[config.mk]
export PLATFORM = sky130hd
export DESIGN_NAME = hazard_scoreboard
export DESIGN_NICKNAME = d
export VERILOG_FILES = /design/src/rtl/cpu_types_pkg.sv /design/src/rtl/sb_match.sv /design/src/rtl/hazard_scoreboard.sv
export SDC_FILE = /design/constraint.sdc
export NUM_CORES = 1
export LEC_CHECK = 0
export CORE_UTILIZATION = 40
export CTS_BUF_LIST = sky130_fd_sc_hd__clkbuf_4
export CTS_CLUSTER_SIZE = 12
export DETAILED_ROUTE_END_ITERATION = 12
export GPL_ROUTABILITY_DRIVEN = 0
export PLACE_DENSITY_LB_ADDON = 0.2
export SYNTH_ARGS = -nofsm -noshare
export SYNTH_HDL_FRONTEND = slang
export SYNTH_HIERARCHICAL = 1
export SYNTH_SLANG_ARGS = --single-unit
[constraint.sdc]
create_clock -name clk_i -period 2.9 [get_ports clk_i]
set_clock_uncertainty 0.15 [all_clocks]
set_input_delay 0.29 -clock clk_i [delete_from_list [all_inputs] [get_ports clk_i]]
set_output_delay 0.29 -clock clk_i [all_outputs]
set_load 0.05 [all_outputs]
[src/rtl/cpu_types_pkg.sv]
// Shared scoreboard types and configuration for the hazard/forwarding controller.
// The scoreboard geometry (NREGS, NSTAGES, NFLUSH) lives here so every user agrees on widths.
package cpu_types_pkg;

  localparam int NREGS   = 32;
  localparam int NSTAGES = 3;
  localparam int NFLUSH  = 2;
  localparam int RW      = $clog2(NREGS);
  localparam int SW      = $clog2(NSTAGES + 1);

  typedef logic [RW-1:0] regbits_t;
  typedef logic [SW-1:0] fwd_sel_t;

  localparam fwd_sel_t FWD_REGFILE = '0;

  typedef struct packed {
    logic     valid;
    regbits_t rd;
    fwd_sel_t avail;
  } sb_entry_t;

  // Entry 0 takes this when decode is stalled or squashed.
  function automatic sb_entry_t sb_bubble();
    return '0;
  endfunction

endpackage

[src/rtl/sb_match.sv]
// One source operand against the whole scoreboard: youngest matching writer
// selects the forward path, or raises not_ready_o if its result is not out yet.
module sb_match
  import cpu_types_pkg::*;
(
  input  logic [RW-1:0] rs_i,
  input  logic          use_i,
  input  sb_entry_t     sb_i [NSTAGES],
  output logic [SW-1:0] fwd_o,
  output logic          not_ready_o
);

  logic found;

  always_comb begin
    fwd_o       = FWD_REGFILE;
    not_ready_o = 1'b0;
    found       = 1'b0;
    for (int i = 0; i < NSTAGES; i++) begin
      if (!found && use_i && (rs_i != '0) && sb_i[i].valid && (sb_i[i].rd == rs_i)) begin
        found = 1'b1;
        // Stage i output carries the result once i has reached the producer's avail stage.
        if (i >= int'(sb_i[i].avail)) begin
          fwd_o = fwd_sel_t'(i + 1);
        end else begin
          not_ready_o = 1'b1;
        end
      end
    end
  end

endmodule

[src/rtl/hazard_scoreboard.sv]
// Hazard/forwarding controller: shift scoreboard of in-flight writers past decode,
// per-source forward selects and load-use stall. Optional HAZARD_PERF_EN adds stall/flush counters.
module hazard_scoreboard
  import cpu_types_pkg::*;
(
  input  logic               clk_i,
  input  logic               rst_i,
  input  logic               adv_i,
  input  logic               freeze_i,
  input  logic               flush_i,
  input  logic               id_valid_i,
  input  logic [RW-1:0]      id_rs1_i,
  input  logic               id_use1_i,
  input  logic [RW-1:0]      id_rs2_i,
  input  logic               id_use2_i,
  input  logic [RW-1:0]      id_rd_i,
  input  logic               id_regwr_i,
  input  logic [SW-1:0]      id_avail_i,
  output logic               stall_o,
  output logic [SW-1:0]      fwd1_o,
  output logic [SW-1:0]      fwd2_o,
`ifdef HAZARD_PERF_EN
  output logic [31:0]        stall_cnt_o,
  output logic [31:0]        flush_cnt_o,
`endif
  output logic [NSTAGES-1:0] inflight_o
);

  // Handshake: the scoreboard advances only on cycles with adv_i=1 and freeze_i=0;
  // stall_o is combinational from current state and decode inputs and is valid every cycle.

  sb_entry_t sb_q [NSTAGES];
  sb_entry_t sb_d [NSTAGES];
  logic      update;
  logic      nr1, nr2;

  sb_match u_match1 (
    .rs_i        (id_rs1_i),
    .use_i       (id_use1_i),
    .sb_i        (sb_q),
    .fwd_o       (fwd1_o),
    .not_ready_o (nr1)
  );

  sb_match u_match2 (
    .rs_i        (id_rs2_i),
    .use_i       (id_use2_i),
    .sb_i        (sb_q),
    .fwd_o       (fwd2_o),
    .not_ready_o (nr2)
  );

  assign stall_o = nr1 | nr2;
  assign update  = adv_i & ~freeze_i;

  always_comb begin
    for (int i = 0; i < NSTAGES; i++) begin
      inflight_o[i] = sb_q[i].valid;
    end
  end

  always_comb begin
    sb_d = sb_q;
    if (update) begin
      for (int i = NSTAGES - 1; i > 0; i--) begin
        sb_d[i] = sb_q[i-1];
      end
      if (stall_o) begin
        sb_d[0] = sb_bubble();
      end else begin
        sb_d[0].valid = id_valid_i & id_regwr_i & (id_rd_i != '0);
        sb_d[0].rd    = id_rd_i;
        sb_d[0].avail = id_avail_i;
      end
      // Squash applies to the post-shift view, so it also wins over a stall bubble.
      if (flush_i) begin
        for (int i = 0; i < NFLUSH; i++) begin
          sb_d[i] = sb_bubble();
        end
      end
    end
  end

  always_ff @(posedge clk_i) begin
    if (rst_i) begin
      for (int i = 0; i < NSTAGES; i++) begin
        sb_q[i] <= sb_bubble();
      end
    end else begin
      for (int i = 0; i < NSTAGES; i++) begin
        sb_q[i] <= sb_d[i];
      end
    end
  end

`ifdef HAZARD_PERF_EN
  logic [31:0] stall_cnt_q, stall_cnt_d;
  logic [31:0] flush_cnt_q, flush_cnt_d;

  always_comb begin
    stall_cnt_d = stall_cnt_q;
    flush_cnt_d = flush_cnt_q;
    if (update && stall_o && !(&stall_cnt_q)) begin
      stall_cnt_d = stall_cnt_q + 32'd1;
    end
    if (update && flush_i && !(&flush_cnt_q)) begin
      flush_cnt_d = flush_cnt_q + 32'd1;
    end
  end

  always_ff @(posedge clk_i) begin
    if (rst_i) begin
      stall_cnt_q <= '0;
      flush_cnt_q <= '0;
    end else begin
      stall_cnt_q <= stall_cnt_d;
      flush_cnt_q <= flush_cnt_d;
    end
  end

  assign stall_cnt_o = stall_cnt_q;
  assign flush_cnt_o = flush_cnt_q;
`endif

endmodule
==> reports/summary.log, run 1 <==
INFO  outcome        run_status=complete, no violations
INFO  logic_synthesis synth_async_sr_flop_share=0
INFO  logic_synthesis post_synth.cell_area_avg=8.01um^2
INFO  worst_setup_path cp.arrival=2.33ns
INFO  timing         final-setup-viol-count=0
INFO  logic_synthesis ys_ff_latch=24
INFO  pwr            power_per_cell_area=369nW/um^2
INFO  global_routing grt_overflow_total=0
INFO  place          port-buffer-count=33
INFO  logic_synthesis number_of_enable_type_register_cells_in_the_synthesized_netlist=0
INFO  logic_synthesis synth_top_area_frac=0.333
INFO  layout         antenna_diodes=0
INFO  clocking       cts_max_path_buffers=2
INFO  logic_synthesis ys_warn_count=6
INFO  detailed_routing postRouteAntennaNets=0
INFO  clocking       tritoncts_buffers=3
INFO  worst_setup_path timing_worst_setup_path_type=primary input to primary output
INFO  detailed_routing firstDrtPassIters=4
INFO  logic_synthesis yosysMostFrequentCell=sky130_fd_sc_hd__nand2_1
INFO  floorplanning  floorplan.rows=21
INFO  detailed_routing drt-wirelength-per-cell=15.2um
INFO  layout         drive_above_1_share=0.0813
INFO  worst_setup_path worst_path_dominant_cell_family=simple AND/OR/NAND/NOR gates
INFO  detailed_routing totalWireLength=3870um
INFO  worst_hold_path timing.hold.worst_path_depth=2
INFO  worst_setup_path critical_path.endpoint_type=primary output
INFO  detailed_routing drtIter0Drc=73
INFO  layout         area_delta_synth_final=31.2%
INFO  pwr            vdd.ir_drop.worst=0.219mV
INFO  worst_setup_path path_depth=7
INFO  detailed_routing remaining_drc_errors=0
INFO  clocking       number_of_setup_buffers_added_after_cts=0
INFO  clocking       cts_num_sinks=24
INFO  logic_synthesis synth_top_cells_by_area=sky130_fd_sc_hd__dfxtp_1, sky130_fd_sc_hd__xnor2_1, sky130_fd_sc_hd__nand2_1
INFO  detailed_routing detail_route.vias_per_cell=5.37
INFO  timing         final-hold-violation-count=0
INFO  worst_setup_path slowest_stage=sky130_fd_sc_hd__clkdlybuf4s50_1
INFO  layout         postLayoutCoreUtil=0.559
INFO  logic_synthesis post_synth_instance_area=1440um^2
INFO  global_routing gr-usage-all-layers=0.216
INFO  pwr            cellLeakagePower=0.576nW
INFO  logic_synthesis synth.top_cells.by_count=sky130_fd_sc_hd__nand2_1, sky130_fd_sc_hd__dfxtp_1, sky130_fd_sc_hd__xnor2_1
INFO  timing         slew_headroom=0.407
INFO  logic_synthesis synth_cell_types=31
INFO  worst_setup_path crit_path_max_fanout=4
INFO  global_routing grt_first_pass_wirelength=5900um
INFO  worst_setup_path critPathMaxStageDelay=0.61ns
INFO  detailed_routing vias_after_detailed_routing=1,370
INFO  timing         tightest_slew=0.886ns
INFO  clocking       clk_pin_slew=0.13ns
INFO  run            drv_cap=0
INFO  place          dp.final_hpwl=2930um
INFO  timing         tns=0ns
INFO  clocking       tritoncts_clock_tree=yes
INFO  global_routing antenna_found_initial=0
INFO  timing         grt_setup_unrepaired=no
INFO  floorplanning  fp.dieArea=3850um^2
INFO  timing         timing.fmax=361MHz
INFO  layout         footprint_of_the_multi_input_gates=900um^2
INFO  worst_setup_path buffers_inverters_on_critical_path=2
INFO  clocking       htreeDepth=1
INFO  timing         layout_min_cycle_time=2.77ns
INFO  floorplanning  die_h=62.1um
INFO  logic_synthesis mappedNetlistNets=206
INFO  layout         design.final.nets=236
INFO  worst_setup_path cp.required=2.46ns
INFO  layout         regArea=480um^2
INFO  timing         final-max-slew-violation-count=0
INFO  logic_synthesis netlist_instances=180
INFO  logic_synthesis synth_seq_area_share=0.333
INFO  timing         timing.final.crit_share=0.956
INFO  logic_synthesis postSynth.topFlopCell=sky130_fd_sc_hd__dfxtp_1
INFO  worst_hold_path hold_path.class=flip-flop to flip-flop
INFO  clocking       clk-insertion-delay-late=0.33ns
INFO  worst_setup_path timing.reg2reg.worst_path_depth=8
INFO  floorplanning  floorplan.die.width=62.1um
INFO  clocking       ctsHoldBuffers=0
INFO  worst_setup_path timing.critical_path.from_type=primary input
INFO  global_routing via_count_of_the_first_global_routing_pass=1,263
INFO  global_routing grt_max_degree=26
INFO  floorplanning  i_o_pins=34
INFO  worst_setup_path cp_cell_sequence=clkdlybuf4s50_1, xnor2_1, nand4_1, or3_1, a311oi_1, or2_4, buf_12
INFO  clocking       post_cts_resize_count=0
INFO  clocking       clock_tree.root_cell=sky130_fd_sc_hd__clkbuf_4
INFO  layout         filler_cell_count=321
INFO  floorplanning  initial_utilization=0.426
INFO  logic_synthesis yosysTopAreaCell=sky130_fd_sc_hd__dfxtp_1
INFO  floorplanning  core=3390um^2
-- through the flow --
stage          cell area, um^2  setup WS [ns]  power [mW]  hold WS, ns  cells
6_report                  1890          0.128       0.699        0.312    255
5_1_grt                   1890         0.0866       0.723        0.326    255
4_1_cts                   1890          0.154       0.702        0.319    255
3_5_place_dp              1840          0.112       0.455        0.301    251
3_3_place_gp              1840          0.192       0.453        0.293    251
2_1_floorplan             1440          0.561       0.397        0.209    180
-- registers in the layout, indices dropped and copies added (netlist names) --
register    flops
inflight_o      3
sb_q           21
-- power breakdown --
group          total (mW)  switching (mW)  internal, mW
combinational       0.109          0.0514        0.0576
clock               0.250           0.110         0.140
sequential          0.339         0.00579         0.334
-- cell families after synthesis --
group	share of synthesized area
AOI/OAI and AO/OA	0.163
xor gates and xnor gates	0.182
DFF	0.333
and+or+nand+nor	0.278
buffers and inverters	0.0434
-- layer usage --
| metal | GRT usage | part of all wire | wire [um] | vias up |
|---|---|---|---|---|
| met2 | 0.380 | 0.50 | 1930 | 39 |
| met4 | 0.0508 | 0.0093 | 36 | 0 |
| li1 | - | - | - | 687 |
| met5 | 0 | 0 | 0 | - |
| met1 | 0.260 | 0.45 | 1740 | 640 |
| met3 | 0.0580 | 0.040 | 154 | 4 |
-- final cells by class --
type | count | share of cell area
inverters | 2 | 0.00397
repair buffers | 35 | 0.209
flip-flops and latches | 24 | 0.254
clock inverters | 1 | 0.0159
clock buffers | 3 | 0.0119
multi-input cells | 144 | 0.475
well taps | 46 | 0.0304
-- tightest hold or removal path, cell delays in order (launching register included) --
cell	delay [ns]
sky130_fd_sc_hd__dfxtp_1	0.34
sky130_fd_sc_hd__nand2_1	0.05
sky130_fd_sc_hd__a21oi_1	0.05
-- placed cells by master (no fill, tap or decap), types with 7 or more instances in the layout --
cell type                          n
sky130_fd_sc_hd__nand3b_1          8
sky130_fd_sc_hd__a22oi_1           7
sky130_fd_sc_hd__dfxtp_1          24
sky130_fd_sc_hd__nand2_1          32
sky130_fd_sc_hd__nor2_1            8
sky130_fd_sc_hd__xnor2_1          22
sky130_fd_sc_hd__a21oi_1          19
sky130_fd_sc_hd__xor2_1            8
sky130_fd_sc_hd__clkdlybuf4s50_1  28
-- final timing paths --
check / startpoint / to / slack, ns
max: id_rs1_i[1] / stall_o / 0.13
min: sb_q[8] / sb_q[8] / 0.31
max reg2reg: sb_q[13] / inflight_o[0] / 0.51
min reg2reg: sb_q[8] / sb_q[8] / 0.31
(Power assumes the default switching activity.)
==> inputs of run 2 (changes only) <==
SYNTH_HIERARCHICAL = unset   (was 1)
==> reports/summary.log, run 2 <==
INFO  logic_synthesis yosysMostFrequentCell=sky130_fd_sc_hd__nand2_1
INFO  layout         antenna_diodes=0
INFO  global_routing via_count_of_the_first_global_routing_pass=1,383
INFO  logic_synthesis synth_top_cells_by_area=sky130_fd_sc_hd__dfxtp_1, sky130_fd_sc_hd__xor2_1, sky130_fd_sc_hd__nand2_1
INFO  global_routing grt_use_met1=0.277
INFO  logic_synthesis synth_cell_types=35
INFO  floorplanning  die_h=63.3um
INFO  global_routing busiest_layer=met2
INFO  logic_synthesis ys_ff_latch=24
INFO  outcome        run_status=complete, no violations
INFO  worst_setup_path crit_path_max_fanout=5
INFO  floorplanning  floorplan.die.width=63.3um
INFO  worst_setup_path reg2reg_to=sb_q[18]
INFO  timing         layout_min_cycle_time=2.80ns
INFO  detailed_routing vias_after_detailed_routing=1,442
INFO  worst_hold_path hold_path.class=flip-flop to flip-flop
INFO  pwr            power.switching_fraction=0.239
INFO  worst_setup_path rr_startpoint=sb_q[13]
INFO  layout         final_common_cell=sky130_fd_sc_hd__nand2_1
INFO  layout         registers.top_by_ff_count=sb_q
INFO  worst_setup_path timing.critical_path.from_type=primary input
INFO  place          dp.final_hpwl=3040um
INFO  worst_hold_path timing.hold.worst_path_depth=2
INFO  pwr            p_seq_frac=0.485
INFO  floorplanning  floorplan.rows=21
INFO  logic_synthesis netlist_instances=185
INFO  worst_setup_path timing_worst_setup_path_type=primary input to primary output
INFO  logic_synthesis postSynth.topFlopCell=sky130_fd_sc_hd__dfxtp_1
INFO  pwr            power.share.combinational=0.158
INFO  timing         final-setup-viol-count=0
INFO  global_routing grt_use_met2=0.344
INFO  clocking       htreeDepth=1
INFO  pwr            cellLeakagePower=0.769nW
INFO  logic_synthesis synth.top_cells.by_count=sky130_fd_sc_hd__nand2_1, sky130_fd_sc_hd__dfxtp_1, sky130_fd_sc_hd__a21oi_1, sky130_fd_sc_hd__xor2_1, sky130_fd_sc_hd__xnor2_1
INFO  worst_setup_path cp.required=2.46ns
INFO  detailed_routing firstDrtPassIters=4
INFO  floorplanning  i_o_pins=34
INFO  layout         area_delta_synth_final=30.3%
INFO  global_routing grt_use_met3=0.0399
INFO  timing         tightest_slew=0.487ns
INFO  timing         timing.final.crit_share=0.965
INFO  timing         whs=0.319ns
INFO  clocking       clock_tree.root_cell=sky130_fd_sc_hd__clkbuf_4
INFO  global_routing gr-usage-all-layers=0.209
INFO  detailed_routing detail_route.vias_per_cell=5.40
INFO  timing         tns=0ns
INFO  place          port-buffer-count=33
INFO  layout         design.final.nets=248
INFO  timing         slew_headroom=0.671
INFO  worst_setup_path critical_path.endpoint_type=primary output
INFO  timing         final-max-slew-violation-count=0
INFO  logic_synthesis post_synth.cell_area_avg=8.13um^2
INFO  layout         layout_common_cells=sky130_fd_sc_hd__nand2_1, sky130_fd_sc_hd__clkdlybuf4s50_1, sky130_fd_sc_hd__dfxtp_1, sky130_fd_sc_hd__xor2_1, sky130_fd_sc_hd__a21oi_1
INFO  floorplanning  core=3470um^2
INFO  layout         drive_above_1_share=0.127
INFO  global_routing grt_first_pass_wirelength=6620um
INFO  floorplanning  fp.dieArea=4010um^2
INFO  clocking       tritoncts_buffers=3
INFO  pwr            clockPowerShare=0.357
INFO  clocking       tritoncts_clock_tree=yes
INFO  global_routing grt_max_degree=18
INFO  logic_synthesis synth_async_sr_flop_share=0
INFO  clocking       clk_pin_slew=0.14ns
INFO  logic_synthesis mappedNetlistNets=211
INFO  layout         number_of_flip_flops_in_the_largest_register=21
INFO  global_routing antenna_found_initial=0
INFO  logic_synthesis post_synth_instance_area=1500um^2
INFO  timing         final-hold-violation-count=0
INFO  global_routing grt_overflow_total=0
INFO  worst_setup_path worst_setup_slack_for_register_to_register_paths=0.58ns
INFO  logic_synthesis synth_seq_area_share=0.319
INFO  logic_synthesis ys_warn_count=0
INFO  detailed_routing drtIter0Drc=92
INFO  detailed_routing drt-wirelength-per-cell=14.7um
INFO  detailed_routing totalWireLength=3940um
INFO  pwr            vdd.ir_drop.worst=0.258mV
INFO  timing         grt_setup_unrepaired=no
INFO  pwr            power_per_cell_area=358nW/um^2
INFO  detailed_routing remaining_drc_errors=0
INFO  detailed_routing postRouteAntennaNets=0
INFO  worst_hold_path whs_endpoint=sb_q[8]
INFO  logic_synthesis yosysTopAreaCell=sky130_fd_sc_hd__dfxtp_1
INFO  pwr            internal_power=0.533mW
INFO  clocking       cts_max_path_buffers=2
INFO  clocking       cts_num_sinks=24
INFO  worst_setup_path timing.reg2reg.worst_path_depth=7
INFO  worst_setup_path cp.arrival=2.36ns
INFO  floorplanning  initial_utilization=0.434
INFO  run            drv_cap=0
INFO  logic_synthesis number_of_enable_type_register_cells_in_the_synthesized_netlist=0
INFO  clocking       clk-insertion-delay-late=0.33ns
INFO  timing         timing.fmax=357MHz
INFO  pwr            psw=0.168mW
INFO  worst_hold_path min-delay-start=sb_q[8]
INFO  logic_synthesis synth_top_area_frac=0.319
==> run 2: changes by cell type in the layout (fill, tap and decap cells not counted), moves of 5 or more <==
cell	previous run	this run
sky130_fd_sc_hd__buf_4	2	14
sky130_fd_sc_hd__xnor2_1	22	14
sky130_fd_sc_hd__xor2_1	8	16
sky130_fd_sc_hd__a22oi_1	7	0
sky130_fd_sc_hd__o41ai_2	0	7
sky130_fd_sc_hd__inv_1	2	7
sky130_fd_sc_hd__nand2_1	32	37
==> run 2: cells by family after synthesis <==
kind of cell / share of synthesized area
and+or+nand+nor: 0.263
AOI/OAI and AO/OA: 0.171
xor gates and xnor gates: 0.175
DFF: 0.319
buffers and inverters: 0.0574
muxes: 0.0141
==> run 2: how the worst max path moves through the flow <==
stage	from	end	slack, ns	depth (start not counted)
floorplan	sb_q[12]	stall_o	0.52	7
global placement	id_rs2_i[1]	stall_o	0.12	7
detailed placement	id_rs1_i[2]	stall_o	0.12	8
CTS	sb_q[13]	stall_o	0.11	7
global route	sb_q[12]	stall_o	0.02	7
finish	id_rs2_i[1]	stall_o	0.10	8
==> run 2: through the flow <==
stage               setup WS (ns)  cell area, um^2  total power [mW]   util  instances
global placement            0.121             1910             0.455  0.550        263
detailed placement          0.118             1910             0.457  0.550        263
finish                      0.100             1960             0.701  0.565        267
floorplan                   0.524             1500             0.393      -        185
CTS                         0.112             1960             0.704  0.565        267
global route               0.0152             1960             0.732  0.565        267
==> run 2: what timing repair did <==
action / CTS / global route
endpoints found under the hold margin: 0 / 0
endpoints found under the setup margin: 0 / 1
gates resized for setup: 0 / 1
hold buffers: 0 / 0
setup buffers: 0 / 0
==> run 2: cell type report <==
| type | count | area (um^2) |
|---|---|---|
| fill | 325 | 1510 |
| multi-input combinational | 143 | 937 |
| sequential | 24 | 480 |
| timing repair buffer | 43 | 405 |
| tap | 46 | 57.6 |
| clock inverter | 1 | 30.0 |
| inverter | 7 | 26.3 |
| clock buffer | 3 | 22.5 |
==> run 2: critical path, cell delays in order <==
cell	delay [ns]
sky130_fd_sc_hd__clkdlybuf4s50_1	0.50
sky130_fd_sc_hd__or4_1	0.58
sky130_fd_sc_hd__o21ai_2	0.24
sky130_fd_sc_hd__nor3_1	0.12
sky130_fd_sc_hd__nand4_1	0.12
sky130_fd_sc_hd__nand3_2	0.09
sky130_fd_sc_hd__or2_1	0.22
sky130_fd_sc_hd__buf_4	0.19
==> run 2: power groups by stage <==
stage	clock (mW)	sequential, mW	combinational, mW
final	0.250	0.340	0.111
after detailed placement	0	0.347	0.110
after global routing	0.272	0.340	0.119
after floorplan	0	0.345	0.0483
after CTS	0.253	0.340	0.111
after global placement	0	0.347	0.108
==> run 2: routing by layer <==
| metal | wire [um] | up-vias |
|---|---|---|
| li1 | - | 710 |
| met1 | 1810 | 674 |
| met2 | 1770 | 51 |
| met3 | 296 | 7 |
| met4 | 53 | 0 |
| met5 | 0 | - |
==> inputs of run 3 (changes only) <==
CORE_UTILIZATION = 56   (was 40)
HOLD_SLACK_MARGIN = 0.05   (was unset)
==> reports/summary.log, run 3 (synthesized netlist as in run 2, its figures left out) <==
INFO  timing         slew_headroom=0.648
INFO  place          worst_slack_at_placement=0.0945ns
INFO  place          dp.final_hpwl=2980um
INFO  timing         timing.final.crit_share=0.969
INFO  timing         tns=0ns
INFO  place          port-buffer-count=33
INFO  layout         number_of_flip_flops_in_the_largest_register=21
INFO  clocking       cts_max_path_buffers=2
INFO  floorplanning  core=2500um^2
INFO  detailed_routing detail_route.vias_per_cell=5.69
INFO  place          post_place_cells=247
INFO  clocking       htreeDepth=1
INFO  floorplanning  fp.dieArea=2900um^2
INFO  floorplanning  initial_utilization=0.602
INFO  layout         area_delta_synth_final=29.0%
INFO  run            drv_cap=0
INFO  layout         design.final.nets=248
INFO  layout         drive_above_1_share=0.127
INFO  detailed_routing totalWireLength=3890um
INFO  detailed_routing drt-wirelength-per-cell=15.5um
INFO  detailed_routing firstDrtPassIters=4
INFO  worst_setup_path critical_path.endpoint_type=primary output
INFO  layout         antenna_diodes=0
INFO  worst_setup_path cp.arrival=2.37ns
INFO  floorplanning  floorplan.die.width=53.8um
INFO  worst_setup_path cp.required=2.46ns
INFO  worst_setup_path timing.critical_path.from_type=primary input
INFO  clocking       ctsHoldBuffers=0
INFO  floorplanning  i_o_pins=34
INFO  detailed_routing remaining_drc_errors=0
INFO  outcome        run_status=complete, no violations
INFO  layout         registers.top_by_ff_count=sb_q
INFO  worst_setup_path crit_path_max_fanout=3
INFO  worst_setup_path worst_setup_slack_for_register_to_register_paths=0.62ns
INFO  layout         layout.cells.non_filler=251
INFO  timing         final-max-slew-violation-count=0
INFO  layout         layout_common_cells=sky130_fd_sc_hd__nand2_1, sky130_fd_sc_hd__clkdlybuf4s50_1, sky130_fd_sc_hd__dfxtp_1, sky130_fd_sc_hd__xor2_1, sky130_fd_sc_hd__a21oi_1
INFO  clocking       cts_num_sinks=24
INFO  timing         grt_setup_unrepaired=no
INFO  clocking       clk-insertion-delay-late=0.32ns
INFO  floorplanning  die_h=53.8um
INFO  clocking       clk_pin_slew=0.14ns
INFO  global_routing grt_overflow_total=0
INFO  timing         layout_min_cycle_time=2.81ns
INFO  clocking       number_of_setup_buffers_added_after_cts=0
INFO  timing         tightest_slew=0.525ns
INFO  timing         post-route-worst-setup-slack=0.0906ns
INFO  timing         timing.fmax=356MHz
INFO  global_routing antenna_found_initial=0
INFO  worst_setup_path timing_worst_setup_path_type=primary input to primary output
INFO  detailed_routing drtIter0Drc=14
INFO  global_routing via_count_of_the_first_global_routing_pass=1,345
INFO  worst_hold_path hold_path.class=flip-flop to flip-flop
INFO  clocking       tritoncts_clock_tree=yes
INFO  clocking       post_cts_resize_count=0
INFO  global_routing grt_max_degree=18
INFO  floorplanning  floorplan.rows=18
INFO  global_routing gr-usage-all-layers=0.293
INFO  timing         final-setup-viol-count=0
INFO  pwr            power_per_cell_area=360nW/um^2
INFO  pwr            vdd.ir_drop.worst=0.373mV
INFO  clocking       clock_tree.root_cell=sky130_fd_sc_hd__clkbuf_4
INFO  clocking       tritoncts_buffers=3
INFO  timing         final-hold-violation-count=0
INFO  detailed_routing vias_after_detailed_routing=1,427
INFO  global_routing grt_first_pass_wirelength=6010um
INFO  detailed_routing postRouteAntennaNets=0
INFO  pwr            cellLeakagePower=0.769nW
INFO  layout         final_common_cell=sky130_fd_sc_hd__nand2_1
run 3: cell counts in the layout (fill, tap and decap cells not counted):
No cell type changed its count.
run 3: stage by stage:
| stage | total power [mW] | util | hold slack, ns | instance area (um^2) |
|---|---|---|---|---|
| 2_1_floorplan | 0.393 | - | 0.282 | 1500 |
| 3_3_place_gp | 0.452 | 0.755 | 0.285 | 1890 |
| 3_5_place_dp | 0.455 | 0.755 | 0.309 | 1890 |
| 4_1_cts | 0.698 | 0.776 | 0.328 | 1940 |
| 5_1_grt | 0.722 | 0.776 | 0.351 | 1940 |
| 6_report | 0.698 | 0.776 | 0.329 | 1940 |
run 3: path summary, 6_finish.rpt:
path / from / endpoint / cells after the start
worst max-delay path: id_rs1_i[3] / stall_o / 7
worst min-delay path: sb_q[8] / sb_q[8] / 2
worst max register to register: sb_q[13] / sb_q[16] / 7
worst min register to register: sb_q[8] / sb_q[8] / 2
run 3: layout make-up:
| type | count | area (um^2) |
|---|---|---|
| Clock buffer | 3 | 22.5 |
| Fill cell | 173 | 561 |
| Multi-Input combinational cell | 143 | 937 |
| Tap cell | 30 | 37.5 |
| Sequential cell | 24 | 480 |
| Timing Repair Buffer | 43 | 405 |
| Clock inverter | 1 | 30.0 |
| Inverter | 7 | 26.3 |
run 3: critical path, stage by stage:
cell	delay, ns
sky130_fd_sc_hd__clkdlybuf4s50_1	0.48
sky130_fd_sc_hd__or4_1	0.54
sky130_fd_sc_hd__o21ai_0	0.30
sky130_fd_sc_hd__nor2_1	0.12
sky130_fd_sc_hd__a32o_1	0.24
sky130_fd_sc_hd__or2_1	0.21
sky130_fd_sc_hd__buf_4	0.19
run 3: per-layer routing:
layer | wire length, um | part of all wire | vias up | GRT usage
met2 | 1890 | 0.49 | 42 | 0.506
met5 | 0 | 0 | - | 0
met1 | 1790 | 0.46 | 672 | 0.358
li1 | - | - | 709 | -
met3 | 184 | 0.047 | 4 | 0.0593
met4 | 27 | 0.0069 | 0 | 0.0965
run 3: report_power, final:
part / switching (mW) / total [mW] / internal, mW
combinational: 0.0514 / 0.111 / 0.0592
clock: 0.108 / 0.248 / 0.140
sequential: 0.00590 / 0.340 / 0.334
total: 0.165 / 0.698 / 0.533
